===== src/rtl/nav_autopilot.sv =====
// nav_autopilot
//   Closed-loop waypoint controller feeding three per-axis position
//   integrators. A command either cruises toward the target with a clamped
//   per-axis step each cycle, or charges for JUMP_CHARGE cycles and then
//   loads the target through jump_position for one cycle.
//
// Ports
//   clk, rst                 clock, asynchronous active-high reset
//   cmd_valid / cmd_ready    waypoint handshake (accepted only in IDLE)
//   cmd_jump                 1 = jump path, 0 = sublight path
//   cmd_target               target {z,y,x}, k bits per axis
//   abort                    cancel the active command (ignored in IDLE)
//   pos                      current position {z,y,x} from the integrators
//   pos_mode                 one-hot: 0010 integrate, 0100 jump load
//   jump_position            jump load value {z,y,x} (registered target)
//   velocity_x/_y/_z         signed per-axis velocity
//   busy                     high whenever not IDLE
//   arrived                  one-cycle pulse after successful completion
module nav_autopilot #(
  parameter int k           = 16,
  parameter int MAX_STEP    = 4,
  parameter int JUMP_CHARGE = 8
) (
  input  logic                clk,
  input  logic                rst,
  input  logic                cmd_valid,
  output logic                cmd_ready,
  input  logic                cmd_jump,
  input  logic [3*k-1:0]      cmd_target,
  input  logic                abort,
  input  logic [3*k-1:0]      pos,
  output logic [3:0]          pos_mode,
  output logic [3*k-1:0]      jump_position,
  output logic signed [k-1:0] velocity_x,
  output logic signed [k-1:0] velocity_y,
  output logic signed [k-1:0] velocity_z,
  output logic                busy,
  output logic                arrived
);

  localparam int CW = $clog2(JUMP_CHARGE + 1);
  localparam logic [CW-1:0] CNT_LAST = CW'(JUMP_CHARGE - 1);
  localparam logic signed [k-1:0] STEP_MAX = k'(MAX_STEP);
  localparam logic signed [k-1:0] STEP_MIN = -STEP_MAX;
  localparam logic [3:0] MODE_INTEG = 4'b0010;
  localparam logic [3:0] MODE_JUMP  = 4'b0100;

  typedef enum logic [2:0] {
    S_IDLE,
    S_CRUISE,
    S_CHARGE,
    S_JUMP,
    S_SETTLE
  } state_t;

  state_t         state_q, state_d;
  logic [3*k-1:0] target_q, target_d;
  logic [CW-1:0]  cnt_q, cnt_d;
  logic           arrived_q, arrived_d;

  logic signed [k-1:0] step_v [3];
  logic signed [k-1:0] vel    [3];
  logic                at_target;
  logic                accept;

  // Saturate a signed wrapped distance to +/-MAX_STEP.
  function automatic logic signed [k-1:0] clamp_step(input logic signed [k-1:0] d);
    if (d > STEP_MAX)      return STEP_MAX;
    else if (d < STEP_MIN) return STEP_MIN;
    else                   return d;
  endfunction

  assign cmd_ready = (state_q == S_IDLE) && !rst;
  assign accept    = cmd_valid && cmd_ready;
  assign at_target = (pos == target_q);

  // Difference is taken mod 2^k and read as signed, so each axis follows
  // the shortest wrapped path; -2^(k-1) resolves to the negative direction.
  always_comb begin
    logic [k-1:0] diff;
    diff = '0;
    for (int a = 0; a < 3; a++) begin
      diff      = target_q[a*k +: k] - pos[a*k +: k];
      step_v[a] = clamp_step($signed(diff));
    end
  end

  always_comb begin
    state_d   = state_q;
    target_d  = target_q;
    cnt_d     = cnt_q;
    arrived_d = 1'b0;
    pos_mode  = MODE_INTEG;
    for (int a = 0; a < 3; a++) vel[a] = '0;

    unique case (state_q)
      S_IDLE: begin
        // abort is deliberately not consulted here: it must not block an accept.
        if (accept) begin
          target_d = cmd_target;
          if (cmd_jump) begin
            state_d = S_CHARGE;
            cnt_d   = '0;
          end else begin
            state_d = S_CRUISE;
          end
        end
      end
      S_CRUISE: begin
        if (abort) begin
          state_d = S_IDLE;
        end else if (at_target) begin
          state_d   = S_IDLE;
          arrived_d = 1'b1;
        end else begin
          for (int a = 0; a < 3; a++) vel[a] = step_v[a];
        end
      end
      S_CHARGE: begin
        if (abort) begin
          state_d = S_IDLE;
        end else begin
          cnt_d = cnt_q + 1'b1;
          if (cnt_q == CNT_LAST) state_d = S_JUMP;
        end
      end
      S_JUMP: begin
        // The load is committed once in this state, even if abort arrives.
        pos_mode = MODE_JUMP;
        state_d  = abort ? S_IDLE : S_SETTLE;
      end
      S_SETTLE: begin
        if (abort) begin
          state_d = S_IDLE;
        end else if (at_target) begin
          state_d   = S_IDLE;
          arrived_d = 1'b1;
        end else begin
          state_d = S_CRUISE;
        end
      end
      default: state_d = S_IDLE;
    endcase
  end

  always_ff @(posedge clk or posedge rst) begin
    if (rst) begin
      state_q   <= S_IDLE;
      target_q  <= '0;
      cnt_q     <= '0;
      arrived_q <= 1'b0;
    end else begin
      state_q   <= state_d;
      target_q  <= target_d;
      cnt_q     <= cnt_d;
      arrived_q <= arrived_d;
    end
  end

  assign jump_position = target_q;
  assign velocity_x    = vel[0];
  assign velocity_y    = vel[1];
  assign velocity_z    = vel[2];
  assign busy          = (state_q != S_IDLE);
  assign arrived       = arrived_q;

endmodule


===== config.mk =====
export PLATFORM = sky130hd
export DESIGN_NAME = nav_autopilot
export DESIGN_NICKNAME = d
export VERILOG_FILES = /design/src/rtl/nav_autopilot.sv
export SDC_FILE = /design/constraint.sdc
export NUM_CORES = 1
export LEC_CHECK = 0
export ABC_CLOCK_PERIOD_IN_PS = 10920
export BUFFER_PORTS_ARGS = -buffer_cell sky130_fd_sc_hd__clkbuf_2
export CAP_MARGIN = 20
export CORE_ASPECT_RATIO = 1.1
export CORE_MARGIN = 8
export CORE_UTILIZATION = 56
export DETAILED_ROUTE_END_ITERATION = 8
export GPL_TIMING_DRIVEN = 0
export MAX_ROUTING_LAYER = met4
export PLACE_DENSITY = 0.93
export SLEW_MARGIN = 5
export SYNTH_ARGS = -nofsm -noshare
export SYNTH_HDL_FRONTEND = slang
export SYNTH_SLANG_ARGS = --single-unit

===== constraint.sdc =====
create_clock -name clk -period 10.92 [get_ports clk]
set_input_delay 1.092 -clock clk [delete_from_list [all_inputs] [get_ports clk]]
set_output_delay 1.092 -clock clk [all_outputs]
set_load 0.01 [all_outputs]

==> results of run 1 <==
worst max-delay path: cells and delay by family:
kind	cells	cell delay (ns)
and+or+nand+nor	7	1.01
buffers and inverters	4	0.46
AOI/OAI and AO/OA	4	1.01
xor gates and xnor gates	1	0.25
adders and majority gates	3	0.89
power by group through the flow:
stage | combinational (µW) | sequential, µW | clock (µW)
global placement | 1230 | 353 | 0
global route | 1410 | 364 | 185
CTS | 1260 | 353 | 177
finish | 1280 | 354 | 174
floorplan | 876 | 369 | 0
detailed placement | 1250 | 357 | 0
registers in the layout, summed over array words and instances (netlist names):
register	flops
state_q	3
cnt_q	4
jump_position	48
arrived	1
kinds of logic (layout without fill, tap and decap cells):
group           count (synthesis)  count (layout)  synth area share (%)
mux                             5               5                 0.912
flops                          56              56                  24.3
fa+ha+maj                      52              52                  11.7
compound gates                169             169                  19.6
buf+inv                       105             315                  7.13
xor+xnor                       31              31                  4.71
simple gates                  386             386                  31.5
other cells                     1               2                0.0651
layer usage:
| layer | GRT usage, % | vias to the layer above | share of wire (%) |
|---|---|---|---|
| met1 | 32.1 | 3030 | 42 |
| met5 | - | - | 0 |
| li1 | - | 3220 | - |
| met4 | 10.4 | 0 | 3.0 |
| met2 | 46.9 | 292 | 48 |
| met3 | 4.28 | 40 | 7.3 |
cells in the mapped netlist, types with 3 or more instances:
library cell  instances
a21boi_0              4
and2_1                9
a211oi_1             11
nor2_1               77
a21o_1               17
nor2b_1               5
ha_1                 49
o221ai_1              3
nand2b_1              5
clkbuf_1             31
inv_1                70
nor3_2               10
o22ai_1               3
nand4_1              22
and3_1                5
or3_1                 8
o21a_1                5
o211ai_1              5
nor4_1               12
o21ai_0              25
nand3b_1              4
a31oi_1               4
xor2_1               13
a21oi_1              52
o21bai_1              6
and4_1                3
a31o_2                3
nand2_1             179
nand3_1              15
dfrtp_1              56
a211o_1               3
o31a_1                3
a2111oi_0             5
fa_1                  3
xnor2_1              18
o2111ai_1             3
nor3_1               18
mux2i_1               3
stage by stage:
step,hold slack (ns),power [µW]
after floorplan,0.476,1240
after global placement,0.487,1590
after detailed placement,0.493,1610
after CTS,0.511,1790
after global routing,0.545,1960
final,0.508,1810
cell usage in the layout, fill, tap and decap left out, types with 4 or more instances in the layout:
cell / count
nor2_1: 77
o21a_1: 5
o21bai_1: 6
nor4_1: 12
xnor2_1: 18
nand2b_1: 5
a2111oi_0: 5
or3_1: 8
nor3_2: 10
clkbuf_2: 202
o211ai_1: 5
ha_1: 49
a31oi_1: 4
and3_1: 5
clkbuf_16: 5
dfrtp_1: 56
xor2_1: 13
a21oi_1: 52
nor2b_1: 5
and2_1: 9
clkbuf_1: 31
a21o_1: 17
nand3_1: 15
nand2_1: 179
a211oi_1: 11
nor3_1: 18
inv_1: 69
o21ai_0: 25
nand3b_1: 4
a21boi_0: 4
nand4_1: 22
how the worst max path moves through the flow:
stage	cells after the start	start	slack, ns	to
after detailed placement	14	pos[32]	5.17	velocity_z[12]
after floorplan	12	pos[32]	5.66	velocity_z[10]
final	19	pos[0]	5.14	velocity_x[2]
after CTS	14	pos[32]	5.17	velocity_z[12]
after global routing	16	pos[32]	4.90	velocity_z[10]
after global placement	14	pos[32]	5.22	velocity_z[11]
cell type report:
| type | instances | area (µm²) |
|---|---|---|
| plain buffers | 35 | 148 |
| well taps | 123 | 154 |
| clock inverters | 3 | 28.8 |
| repair buffers | 202 | 1030 |
| multi-input cells | 645 | 3950 |
| fillers | 917 | 3100 |
| flip-flops and latches | 56 | 1400 |
| inverters | 70 | 263 |
| clock buffers | 5 | 125 |
==> impl_metrics.py, run 1 <==
metrics = {
    "power": {
        "combPwrFrac_pct": 70.8,
        "power_frac_seq_pct": 19.6,
        "leakagePower_uw": 0.00382,
        "p_sw_uw": 960,
        "p_clk_share_pct": 9.6,
        "pwr_density_cell_mw_per_mm2": 254,
        "swShare_pct": 53.2,
        "p_int_uw": 846,
        "vdd_drop_max_v": 0.000125,
    },
    "worst_setup_path": {
        "arrival_ns": 4.69,
        "cp_cell_sequence": "clkbuf_2 > ha_1 > inv_1 > fa_1 > a21o_1 > a221oi_2 > xnor2_1 > nand3_1 > nor3_1 > nand4_1 > nor4_1 > nand2_1 > ha_1 > inv_1 > nand2_1 > a21o_1 > o22ai_1 > nor2_1 > clkbuf_2",
        "slowest_stage": "fa_1",
        "critPathKind": "in -> out",
        "path_max_fanout": 5,
        "startpoint_type": "primary input",
        "worst-r2r-cell-count": 7,
        "r2r_end": "jump_position[32]$_DFFE_PP0P_",
        "rr_startpoint": "state_q[0]$_DFFE_PP0P_",
        "crit_path_max_incr_delay_ns": 0.42,
        "ff2ff_setup_slack_ns": 8.40,
        "cp_data_required_time_ns": 9.83,
        "critPathCaptureType": "output pin",
    },
    "logic_synthesis": {
        "synth_edf_count": 0,
        "ys_ff_latch": 56,
        "synth.top_cells.by_area": "dfrtp_1, nand2_1, ha_1",
        "syn_inst": 805,
        "netlist.area_leader.share_pct": 24.3,
        "ys_async_sr_fraction_pct": 100,
        "yosysUniqueCellTypes": 68,
        "avgSynthCellArea_um2": 7.15,
        "yosysWarnings": 0,
        "yosysSeqAreaShare_pct": 24.3,
        "synth_area_mm2": 0.00576,
        "synth.largest_area_cell": "dfrtp_1",
        "ys.flop_type": "dfrtp_1",
    },
    "grt": {
        "grt_usage_pct": 27.5,
        "grt_overflow": 0,
        "grt_pass1_vias": 6458,
        "antenna_found_initial": 0,
        "grt_max_degree": 35,
        "grt_pass1_wl_mm": 30.2,
    },
    "placement": {
        "dp.cells": 1131,
        "place_area_mm2": 0.00694,
        "dp_hpwl_mm": 15.7,
        "io_buffer_count": 201,
        "gp_congestion": 0.996,
        "dp_slack_ns": 5.17,
    },
    "detailed_routing": {
        "first_iter_violations": 479,
        "drtPass1Iterations": 7,
        "vias": 6582,
        "ant_nets": 0,
        "wl_per_cell_um": 16.6,
        "viasPerCell": 5.78,
        "drc": 0,
        "wl_mm": 18.9,
    },
    "sta": {
        "setup_viol": 0,
        "fin_crit_ns": 5.78,
        "fmax_ghz": 0.173,
        "finalHoldViolations": 0,
        "worst_pin_slew_ns": 0.755,
        "worst_slack_ns": 5.14,
        "finClkSkew_ns": 0.00943,
        "drv_slew": 0,
        "post-route-period-util_pct": 52.9,
        "slew_headroom_pct": 49.2,
        "rsz0062_at_grt": "no",
        "finalSetupTns_ns": 0,
    },
    "die": {
        "fp.dieH_um": 122,
        "start_util_pct": 56.5,
        "design.die.area_mm2": 0.0138,
        "num_io_pins": 204,
        "std_cell_rows": 39,
        "dieWidth_um": 113,
        "core_mm2": 0.0102,
    },
    "clock_tree": {
        "cts_buffers": 5,
        "cts.reportedPaths.clkPinSlew_ns": 0.08,
        "cts_hold_buf": 0,
        "root_buffer": "clkbuf_16",
        "cts_resized": 0,
        "post_cts_buffers": 0,
        "clk_latency_ns": 0.31,
        "h-tree-depth": 2,
        "clock-sinks": 56,
        "cts_tree": "yes",
        "cts_max_path_buffers": 2,
    },
    "finish": {
        "finish.instance_area_mm2": 0.00710,
        "final_cells": 1139,
        "n_antenna_cell": 0,
        "fin_nets": 1168,
        "finish.utilization_pct": 69.6,
        "synthToLayoutAreaGrowth_pct": 23.2,
        "drive_gt1_share_pct": 23.5,
    },
    "min_path": {
        "min_to": "jump_position[27]$_DFFE_PP0P_",
        "min-delay-start": "jump_position[27]$_DFFE_PP0P_",
        "hold_path_depth": 2,
        "hp-class": "reg -> reg",
    },
    "outcome": {
        "status": "finished, final reports clean",
    },
    "job": {
        "drv_cap": 0,
    },
}
Power figures use the tool's default switching activity.
==> run 2: changes to the inputs <==
Settings changed: ABC_AREA set to 1, ABC_CLOCK_PERIOD_IN_PS 10920 to 4800, CORE_UTILIZATION 56 to 48, PLACE_DENSITY 0.93 to 0.84.
Clock period 10.92 ns to 4.8 ns, I/O delays scaled along.
==> run 2 against run 1 <==
Compared with the run above:
- final area grew 9.0%
- total power grew to 2.8 times the previous value
- hold slack worse by 0.31 ns
- synthesized cell count increased by 30%
- combinational power rose to 2.9 times the previous value
- worst setup slack got worse by 4.4 ns
- non-clock buffer count fell by 17
- utilization decreased by 10 points
- register-to-register slack lost 5.9 ns
- clock skew fell by 0.00080 ns
- routed wire length fell by 1.2%
- clock-buffer cell count up 1
- largest cell class unchanged
- highest routed layer unchanged
==> impl_metrics.py, run 2 <==
metrics = {
    "sta": {
        "rsz0062_at_grt": "no",
        "finalHoldViolations": 0,
        "worst_pin_slew_ns": 0.778,
        "slew_headroom_pct": 48.1,
        "whs_ns": 0.195,
        "finClkSkew_ns": 0.00863,
        "setup_viol": 0,
        "post-route-period-util_pct": 85.5,
        "finalSetupTns_ns": 0,
        "fmax_ghz": 0.244,
        "drv_slew": 0,
        "fin_crit_ns": 4.11,
    },
    "grt": {
        "grt_max_degree": 36,
        "grt_usage_pct": 22.4,
        "antenna_found_initial": 0,
        "grt_pass1_vias": 6659,
        "grt_pass1_wl_mm": 30.7,
        "grt_overflow": 0,
    },
    "worst_setup_path": {
        "path_max_fanout": 10,
        "arrival_ns": 3.63,
        "critPathCaptureType": "output pin",
        "startpoint_type": "register",
        "crit_start": "jump_position[0]$_DFFE_PP0P_",
        "rr_startpoint": "jump_position[27]$_DFFE_PP0P_",
        "critPathKind": "reg -> out",
        "cp_data_required_time_ns": 4.32,
    },
    "clock_tree": {
        "root_buffer": "clkbuf_16",
        "cts_resized": 0,
        "cts_tree": "yes",
        "clock-sinks": 56,
        "clk_latency_ns": 0.31,
        "post_cts_buffers": 0,
        "cts.reportedPaths.clkPinSlew_ns": 0.08,
        "cts_max_path_buffers": 2,
        "cts_hold_buf": 0,
        "cts_buffers": 5,
        "h-tree-depth": 2,
    },
    "logic_synthesis": {
        "synth_top_family_by_area": "simple AND/OR/NAND/NOR gates",
        "ys.flop_type": "dfrtp_1",
        "avgSynthCellArea_um2": 6.05,
        "muxShareOfSynthArea_pct": 0,
        "netlist.area_leader.share_pct": 23.6,
        "yosys.area_share.adder_pct": 10.6,
        "yosys-top-cells-count": "nand2_1, inv_1, nor2_1",
        "syn_inst": 1047,
        "synth_most_common_cell": "nand2_1",
        "synth_area_mm2": 0.00633,
        "synth.top_cells.by_area": "nand2_1, dfrtp_1, inv_1",
        "synth_compound_area_share_pct": 4.76,
        "synth.largest_area_cell": "nand2_1",
        "ys_ff_latch": 56,
        "synth_simple_gate_area_share_pct": 47.9,
        "yosysWarnings": 0,
        "ys_async_sr_fraction_pct": 100,
        "synth_xor_xnor_area_share_pct": 1.80,
        "yosysSeqAreaShare_pct": 22.1,
        "yosysUniqueCellTypes": 40,
        "synth_edf_count": 0,
    },
    "finish": {
        "n_antenna_cell": 0,
        "final_cell_mix": "nand2_1, clkbuf_2, inv_1",
        "largest_register_ffs": 48,
        "fin_nets": 1410,
        "final_cells": 1419,
        "final_common_cell": "nand2_1",
        "synthToLayoutAreaGrowth_pct": 22.1,
        "finish.utilization_pct": 59.3,
        "drive_gt1_share_pct": 23.3,
    },
    "power": {
        "p_int_uw": 2260,
        "p_sw_uw": 2840,
        "leakagePower_uw": 0.00485,
        "power_frac_seq_pct": 17.6,
        "power_uw": 5110,
        "pwr_density_cell_mw_per_mm2": 660,
        "p_clk_share_pct": 8.6,
        "vdd_drop_max_v": 0.000337,
        "combPwrFrac_pct": 73.8,
        "swShare_pct": 55.7,
    },
    "placement": {
        "dp_hpwl_mm": 16.0,
        "gp_congestion": 0.906,
        "dp.cells": 1411,
        "io_buffer_count": 201,
    },
    "die": {
        "std_cell_rows": 44,
        "num_io_pins": 204,
        "design.die.area_mm2": 0.0171,
        "dieWidth_um": 126,
        "fp.dieH_um": 136,
        "core_mm2": 0.0130,
        "start_util_pct": 48.6,
    },
    "detailed_routing": {
        "drtPass1Iterations": 5,
        "viasPerCell": 4.82,
        "vias": 6834,
        "first_iter_violations": 334,
        "ant_nets": 0,
        "wl_per_cell_um": 13.2,
        "drc": 0,
        "wl_mm": 18.7,
    },
    "job": {
        "drv_cap": 0,
    },
    "outcome": {
        "status": "finished, final reports clean",
    },
    "min_path": {
        "hp-class": "in -> async",
    },
}
==> run 2: cell count changes after synthesis, sizes merged, moves of 16 or more <==
cell	delta
nor3	-16
a21o	-17
nand3	+36
nor2	+63
nand2	+244
clkbuf	-19
a21oi	-21
inv	+114
==> run 2: per-stage QoR <==
stage / worst slack, ns / instance area, µm²
after floorplan: 1.46 / 6340
after global placement: 0.956 / 7550
after detailed placement: 0.937 / 7570
after CTS: 0.688 / 7730
after global routing: 0.234 / 7730
final: 0.694 / 7730
==> run 2: power groups by stage <==
stage               Combinational [µW]  Clock, µW  Sequential, µW
floorplan                         2710          0             942
global placement                  3690          0             898
detailed placement                3740          0             911
CTS                               3760        445             902
global route                      4280        462             929
finish                            3770        438             900
==> run 2: worst paths after layout <==
check | to | slack (ns) | cells past startpoint
max | velocity_x[13] | 0.69 | 18
min | jump_position[36]$_DFFE_PP0P_ | 0.19 | 2
max reg2reg | state_q[0]$_DFFE_PP0P_ | 2.54 | 11
min reg2reg | jump_position[22]$_DFFE_PP0P_ | 0.51 | 2
max in group asynchronous | jump_position[23]$_DFFE_PP0P_ | 4.03 | 3
min in group clk | state_q[2]$_DFFE_PP0P_ | 0.35 | 2
==> run 2: cells by family after synthesis <==
group,after synthesis
adders and majority gates,52
other,1
xor gates and xnor gates,10
AOI/OAI and AO/OA,54
buffers and inverters,203
and+or+nand+nor,671
DFF,56
==> run 2: layout make-up <==
| cell class | instances | area [µm²] |
|---|---|---|
| well taps | 161 | 201 |
| fillers | 1281 | 5310 |
| flip-flops and latches | 56 | 1400 |
| plain buffers | 18 | 115 |
| inverters | 185 | 694 |
| repair buffers | 202 | 1030 |
| clock inverters | 2 | 38.8 |
| clock buffers | 6 | 129 |
| multi-input cells | 789 | 4130 |
==> run 2: metal layers <==
| layer | wire (µm) | up-vias | track usage, % | share of wire, % |
|---|---|---|---|---|
| met2 | 9100 | 194 | 39.3 | 49 |
| met4 | 380 | 0 | 6.84 | 2.0 |
| met3 | 1060 | 22 | 4.04 | 5.7 |
| li1 | - | 3608 | - | - |
| met1 | 8160 | 3010 | 25.5 | 44 |
| met5 | 0 | - | - | 0 |
==> run 2: critical path: stages (launching register included) <==
cell and delay (ns):
dfrtp_1 0.38, inv_1 0.08, ha_1 0.14, inv_1 0.08, fa_1 0.40, nand2_1 0.08
nand2_1 0.08, and2_1 0.17, xor2_1 0.23, nand4_1 0.12, nor2_1 0.11, nand2_1 0.07
nor3_1 0.14, nand4_1 0.11, ha_1 0.39, clkbuf_1 0.35, nor2_1 0.12, nor2_2 0.11
clkbuf_2 0.16
==> run 3: changes to the inputs <==
Settings changed: ABC_CLOCK_PERIOD_IN_PS 4800 to not set, CORE_MARGIN 8 to 5, CORE_UTILIZATION 48 to 49, CTS_BUF_LIST set to sky130_fd_sc_hd__clkbuf_2, PLACE_DENSITY 0.84 to 0.86.
==> run 3 against run 2 <==
Compared with the run above:
- worst setup slack worse by 0.30 ns
- routed wire length shrank 2.9%
- fmax down 6.8%
- sequential power shrank 2%
- flip-flop and latch count unchanged
- register-to-register slack got worse by 0.06 ns
- critical path type unchanged
- final area shrank 1.2%
- sequential share of layout area is 0.22 points higher
==> impl_metrics.py, run 3 (synthesis gave the netlist of run 2 again) <==
metrics = {
    "power": {
        "vdd_drop_max_v": 0.000383,
        "leakagePower_uw": 0.00481,
        "pwr_density_cell_mw_per_mm2": 644,
    },
    "detailed_routing": {
        "drc": 0,
        "drtPass1Iterations": 5,
        "vias": 6904,
        "wl_mm": 18.2,
        "wl_per_cell_um": 12.8,
        "first_iter_violations": 378,
        "viasPerCell": 4.87,
        "ant_nets": 0,
    },
    "finish": {
        "synthToLayoutAreaGrowth_pct": 20.6,
        "final_cell_mix": "nand2_1, clkbuf_2, inv_1",
        "drive_gt1_share_pct": 23.4,
        "largest_register_ffs": 48,
        "fin_nets": 1411,
        "finish.utilization_pct": 60.4,
        "final_common_cell": "nand2_1",
    },
    "placement": {
        "dp_hpwl_mm": 15.6,
        "io_buffer_count": 201,
        "gp_congestion": 0.906,
    },
    "clock_tree": {
        "clk_latency_ns": 0.53,
        "cts_resized": 0,
        "cts_buffers": 5,
        "cts.reportedPaths.clkPinSlew_ns": 0.39,
        "h-tree-depth": 2,
        "root_buffer": "clkbuf_2",
        "cts_max_path_buffers": 2,
        "cts_tree": "yes",
        "clock-sinks": 56,
    },
    "grt": {
        "grt_pass1_vias": 6520,
        "antenna_found_initial": 1,
        "grt_max_degree": 38,
        "grt_usage_pct": 23.6,
        "grt_pass1_wl_mm": 29.3,
        "grt_overflow": 0,
    },
    "worst_setup_path": {
        "worst-r2r-cell-count": 13,
        "startpoint_type": "register",
        "arrival_ns": 3.93,
        "critPathKind": "reg -> out",
        "critPathCaptureType": "output pin",
        "path_max_fanout": 10,
        "cp_data_required_time_ns": 4.32,
    },
    "sta": {
        "finClkSkew_ns": 0.0439,
        "setup_viol": 0,
        "finalHoldViolations": 0,
        "post-route-period-util_pct": 91.8,
        "fmax_ghz": 0.227,
        "drv_slew": 0,
        "slew_headroom_pct": 51.1,
        "worst_pin_slew_ns": 0.734,
        "finalSetupTns_ns": 0,
        "fin_crit_ns": 4.41,
        "rsz0062_at_grt": "no",
    },
    "die": {
        "num_io_pins": 204,
        "start_util_pct": 50.1,
        "std_cell_rows": 43,
        "design.die.area_mm2": 0.0153,
        "core_mm2": 0.0126,
        "dieWidth_um": 118,
        "fp.dieH_um": 129,
    },
    "min_path": {
        "hold_path_depth": 3,
        "hp-class": "in -> reg",
    },
    "outcome": {
        "status": "finished, final reports clean",
    },
    "job": {
        "drv_cap": 0,
    },
}
## run 3: metal layers
metal | wire [µm] | track usage [%] | vias up
met5 | 0 | - | -
met4 | 419 | 6.60 | 0
met3 | 1100 | 3.40 | 32
met2 | 8810 | 41.0 | 225
met1 | 7830 | 28.9 | 3035
li1 | - | - | 3612
## run 3: stage by stage
| stage | setup WS (ns) | cell area (µm²) | hold WS, ns | instances | power (µW) |
|---|---|---|---|---|---|
| floorplan | 1.46 | 6340 | 0.479 | 1048 | 3650 |
| global placement | 0.909 | 7540 | 0.492 | 1406 | 4550 |
| detailed placement | 0.882 | 7560 | 0.499 | 1407 | 4630 |
| CTS | 0.421 | 7640 | 0.0707 | 1416 | 4910 |
| global route | 0.0697 | 7640 | 0.0599 | 1417 | 5440 |
| finish | 0.395 | 7640 | 0.0814 | 1417 | 4920 |
## run 3: path summary, 6_finish.rpt
| kind | start | end | slack [ns] |
|---|---|---|---|
| min in group asynchronous | rst | jump_position[41]$_DFFE_PP0P_ | 0.46 |
| setup reg to reg | jump_position[42]$_DFFE_PP0P_ | state_q[0]$_DFFE_PP0P_ | 2.48 |
| hold reg to reg | jump_position[26]$_DFFE_PP0P_ | jump_position[26]$_DFFE_PP0P_ | 0.56 |
| max in group asynchronous | rst | jump_position[23]$_DFFE_PP0P_ | 3.71 |
| setup / recovery | jump_position[0]$_DFFE_PP0P_ | velocity_x[11] | 0.39 |
| hold / removal | cmd_target[29] | jump_position[29]$_DFFE_PP0P_ | 0.08 |
## run 3: final cells by class
cell class,instances,area [µm²]
Clock buffer,6,30.0
Antenna cell,1,2.50
Multi-Input combinational cell,789,4130
Clock inverter,2,38.8
Timing Repair Buffer,203,1040
Tap cell,157,196
Fill cell,1227,5000
Inverter,185,694
Sequential cell,56,1400
Buffer,18,115
## run 3: what timing repair did
action / in CTS / in global routing
hold endpoints to repair: 19 / 0
buffers inserted: 0 / 0
hold buffers: 1 / 0
## run 3: critical path, stage by stage, from the launching register on
cell      delay (ns)
dfrtp_1         0.45
inv_1           0.07
ha_1            0.14
inv_1           0.08
fa_1            0.40
nand2_1         0.07
nand2_1         0.08
and2_1          0.17
xor2_1          0.23
nand4_1         0.12
nor2_1          0.10
nand2_1         0.06
nor3_1          0.14
nand4_1         0.11
ha_1            0.40
clkbuf_1        0.38
nor2_1          0.12
nor2_2          0.16
clkbuf_2        0.16
## run 3: power by group
part	total, µW	internal [µW]	switching (µW)
Combinational	3760	1330	2430
Sequential	885	678	207
Clock	272	92.8	179
Total	4920	2100	2820
